==> config.mk <==
export PLATFORM = sky130hd
export DESIGN_NAME = serial_transmitter
export DESIGN_NICKNAME = d
export VERILOG_FILES = /design/src/rtl/serial_transmitter.sv
export SDC_FILE = /design/constraint.sdc
export NUM_CORES = 1
export LEC_CHECK = 0
export CAP_MARGIN = 25
export CORE_AREA = 2 2 39 41
export CTS_BUF_LIST = sky130_fd_sc_hd__clkbuf_4
export DETAILED_ROUTE_END_ITERATION = 10
export DIE_AREA = 0 0 41 43
export PLACE_DENSITY = 0.52
export SETUP_SLACK_MARGIN = 0.05
export SYNTH_ARGS = -nofsm -noshare
export SYNTH_HDL_FRONTEND = slang
export SYNTH_SLANG_ARGS = --single-unit
==> constraint.sdc <==
create_clock -name clock -period 1.9 [get_ports clock]
set_input_delay 0.285 -clock clock [delete_from_list [all_inputs] [get_ports clock]]
set_output_delay 0.285 -clock clock [all_outputs]
set_load 0.005 [all_outputs]
==> src/rtl/serial_transmitter.sv <==
// Parallel-in, serial-out transmitter: shifts a WIDTH-bit word out LSB-first.
// Optional even-parity trailer bit when SERIAL_TX_PARITY_EN is defined.
module serial_transmitter #(
  parameter int WIDTH = 4
) (
  input  logic             clock,
  input  logic             reset,
  input  logic             load,
  input  logic [WIDTH-1:0] D,
  output logic             out,
  output logic             ready,
  output logic             busy,
  output logic             done
);

`ifdef SERIAL_TX_PARITY_EN
  localparam int N = WIDTH + 1;
`else
  localparam int N = WIDTH;
`endif
  localparam int CW = $clog2(N);
  localparam logic [CW-1:0] LAST = CW'(N - 1);

  typedef enum logic {IDLE, SHIFT} state_e;

  state_e          state_q, state_d;
  logic [CW-1:0]   cnt_q, cnt_d;
  logic [N-1:0]    sh_q, sh_d;
  logic [N-1:0]    frame;

`ifdef SERIAL_TX_PARITY_EN
  assign frame = {^D, D};
`else
  assign frame = D;
`endif

  // Shift register is cleared whenever idle, so its LSB doubles as the output.
  assign out   = sh_q[0];
  assign busy  = (state_q == SHIFT);
  assign done  = (state_q == SHIFT) && (cnt_q == LAST);
  assign ready = (state_q == IDLE) || done;

  always_ff @(posedge clock or posedge reset) begin
    if (reset) begin
      state_q <= IDLE;
      cnt_q   <= '0;
      sh_q    <= '0;
    end else begin
      state_q <= state_d;
      cnt_q   <= cnt_d;
      sh_q    <= sh_d;
    end
  end

  always_comb begin
    state_d = state_q;
    cnt_d   = cnt_q;
    sh_d    = sh_q;
    case (state_q)
      IDLE: begin
        if (load) begin
          state_d = SHIFT;
          cnt_d   = '0;
          sh_d    = frame;
        end
      end
      SHIFT: begin
        if (done) begin
          cnt_d = '0;
          if (load) begin
            sh_d = frame;
          end else begin
            state_d = IDLE;
            sh_d    = '0;
          end
        end else begin
          sh_d  = {1'b0, sh_q[N-1:1]};
          cnt_d = cnt_q + CW'(1);
        end
      end
      default: begin
        state_d = IDLE;
        cnt_d   = '0;
        sh_d    = '0;
      end
    endcase
  end

endmodule

==> impl_results.md, run 1 <==
* Outcome: complete, no violations
* Worst setup SP type: flop
* Pleak at 0.0002221 uW
* Drt wl/cell at 11.68 microns
* Num CTS Buffers at 3
* Post-layout util at 37.43%
* CTS clk-pin slew, worst paths at 0.05 ns
* Worst Tran Pin Value at 0.4561 ns
* Final Max Slew Viols at 0
* Syn avg cell area at 10.88 sq um
* CTS root buf: clkbuf_4
* Fmax at 564.4 MHz
* Slack of the critical path at 0.1283 ns
* GPL Wtd Cong at 0.6571
* Max cap viols at 0
* Critical Path AT at 1.49 ns
* Yosys reg bits at 7
* Placed inst area at 462.9 sq um
* Worst-skew pair later-pin latency at 0.24 ns
* Clk buf depth at 2
* Fin. Hold Viols at 0
* Core Region at 1384 sq um
* Final instance area at 518.0 sq um
* Final net count at 55
* Pre-CTS WS at 0.2518 ns
* Max-slew headroom at 69.50%
* Antenna Violating Nets Remaining at 0
* Reg2Reg Launch Point: cnt_q[0]$_DFFE_PP0P_
* Worst hold path type: input port to async pin
* First-pass GRT wire length at 1179 microns
* Final setup violation count at 0
* Vias in the first global route at 280
* # diodes at 0
* Starting density of the core at 25.95%
* Crit Path Category: flop to output port
* IR drop worst, VDD at 0.4035 mV
* Post-synth net total at 41
* I/O pin total at 11
* Max FO, Critical Path at 6
* Yosys cell types at 15
* Seq/Total Area, Yosys at 48.78%
* CTS H-tree depth at 1
* Layout cells sized above 1 at 17.39%
* DP HPWL at 532.5 microns
* Ys Warns at 0
* Tot GR Track Use at 10.43%
* GRT overflow at 0
* Die Height at 43 microns
* Vias per cell at 4.742
* Pwr per Cell Area at 1393 nW/um^2
* Setup TNS at 0 ns
* CTS tree: built
* Row cnt at 14
* Crit share post-route at 93.25%
* Initial antenna violation count at 0
* Reg2reg path depth at 3
* Area Overhead vs Synth at 44.25%
* Router iterations before antenna repair at 4
* Tot Pwr at 721.8 uW
* R2R setup slack at 0.83 ns
* Worst flop-to-flop path endpoint: sh_q[0]$_DFFE_PP0P_
* Skew final at 0.001800 ns
* 1st-iter DRT viols at 4
* Worst setup EP type: output port
* Die X-Extent at 41 microns
* Drt total wl at 724 microns
* Fillers at 147
* DR vias at 294
* Minimum clock period at 1.772 ns
* Remaining DRCs at 0
* Required time at the worst-slack endpoint at 1.62 ns
* Sink Count at 7
* Mapped Cells at 33
* RSZ-0062 raised after global routing: no
* Buffers added on ports at 10
* Die Area at 1763 sq um
* Largest net degree at the start of global routing at 12
* Synthesized area at 359.1 sq um
==> sequential cells by signal, indices dropped and copies added (netlist names) <==
signal / count
busy: 1
cnt_q: 2
sh_q: 4
==> Yosys cell counts, drive strengths merged <==
cell	count	share of area, %
a22o	1	2.4
and2	1	1.7
buf	2	4.5
dfrtp	7	49
ha	1	3.5
inv	4	4.2
mux2i	4	11
nand2b	3	6.6
nand3	4	5.6
nor2	1	1.0
o21ai	1	1.4
o221ai	3	7.3
o22ai	1	1.7
==> cell usage in the layout, fill, tap and decap left out, types with 3 or more instances in the layout <==
cell type	netlist	layout
clkdlybuf4s50_1	0	10
dfrtp_1	7	7
nand3_1	4	4
clkbuf_4	0	4
mux2i_1	4	4
o221ai_1	3	3
inv_1	4	4
==> power by group <==
part | leakage, uW | switching (uW) | internal, uW
sequential | 0.0000869 | 61.6 | 209
clock | 0.0000184 | 50.6 | 94.1
combinational | 0.000117 | 112 | 195
==> area by class of cell <==
| cell class | instances | area, sq um | share of cell area (%) |
|---|---|---|---|
| clock buffer | 4 | 30.03 | 5.797 |
| inverter | 4 | 15.01 | 2.899 |
| sequential | 7 | 175.2 | 33.82 |
| tap | 16 | 20.02 | 3.865 |
| multi-input combinational | 20 | 170.2 | 32.85 |
| timing repair buffer | 11 | 107.6 | 20.77 |
==> worst max-delay path by stage <==
stage | startpoint | to
floorplan | cnt_q[0]$_DFFE_PP0P_ | ready
global placement | cnt_q[0]$_DFFE_PP0P_ | ready
detailed placement | cnt_q[0]$_DFFE_PP0P_ | ready
CTS | cnt_q[0]$_DFFE_PP0P_ | ready
global route | cnt_q[0]$_DFFE_PP0P_ | ready
finish | cnt_q[0]$_DFFE_PP0P_ | ready
==> worst max-delay path: stages (launching register included) <==
cell,delay [ns]
dfrtp_1,0.40
ha_4,0.18
nand2b_4,0.15
clkdlybuf4s50_1,0.50
==> routing by layer <==
metal	GRT usage [%]	part of all wire, %	vias up
met1	13.86	42	139
met2	13.44	49	9
met4	8.000	0.41	0
li1	-	-	144
met3	3.141	8.7	2
met5	0	0	-
==> kinds of logic (layout without fill, tap and decap cells) <==
logic type / Yosys count / after routing / synth area share, %
and+or+nand+nor: 9 / 9 / 14.98
DFF: 7 / 7 / 48.78
AOI/OAI and AO/OA: 6 / 6 / 12.89
buffers and inverters: 6 / 19 / 8.708
muxes: 4 / 4 / 11.15
adders and majority gates: 1 / 1 / 3.484
==> metrics by stage <==
stage                     hold WS, ns  std cells
after floorplan               0.08840         33
after global placement         0.4927         57
after detailed placement       0.4895         57
after CTS                      0.2729         61
after global routing           0.2991         62
final                          0.2682         62
==> what timing repair did <==
item	in CTS	in global routing
endpoints found under the setup margin	1	2
hold buffers	0	0
resized for setup	2	1
setup buffers	0	1
Power figures use the tool's default switching activity.
==> inputs of run 2 (changes only) <==
--- a/config.mk
+++ b/config.mk
@@ -8,6 +8,8 @@
 export CAP_MARGIN = 25
 export CORE_AREA = 2 2 39 41
 export CTS_BUF_LIST = sky130_fd_sc_hd__clkbuf_4
+export CTS_CLUSTER_DIAMETER = 200
+export CTS_CLUSTER_SIZE = 30
 export DETAILED_ROUTE_END_ITERATION = 10
 export DIE_AREA = 0 0 41 43
 export PLACE_DENSITY = 0.52
==> results of run 2 <==
Final layout, timing and power as in run 1 (identical DEF).
==> inputs of run 3 (changes only) <==
--- a/config.mk
+++ b/config.mk
@@ -9,7 +9,6 @@
 export CORE_AREA = 2 2 39 41
 export CTS_BUF_LIST = sky130_fd_sc_hd__clkbuf_4
 export CTS_CLUSTER_DIAMETER = 200
-export CTS_CLUSTER_SIZE = 30
 export DETAILED_ROUTE_END_ITERATION = 10
 export DIE_AREA = 0 0 41 43
 export PLACE_DENSITY = 0.52
@@ -17,3 +16,4 @@
 export SYNTH_ARGS = -nofsm -noshare
 export SYNTH_HDL_FRONTEND = slang
 export SYNTH_SLANG_ARGS = --single-unit
+export TNS_END_PERCENT = 1
==> results of run 3 <==
Final layout, timing and power as in run 1 (identical DEF).
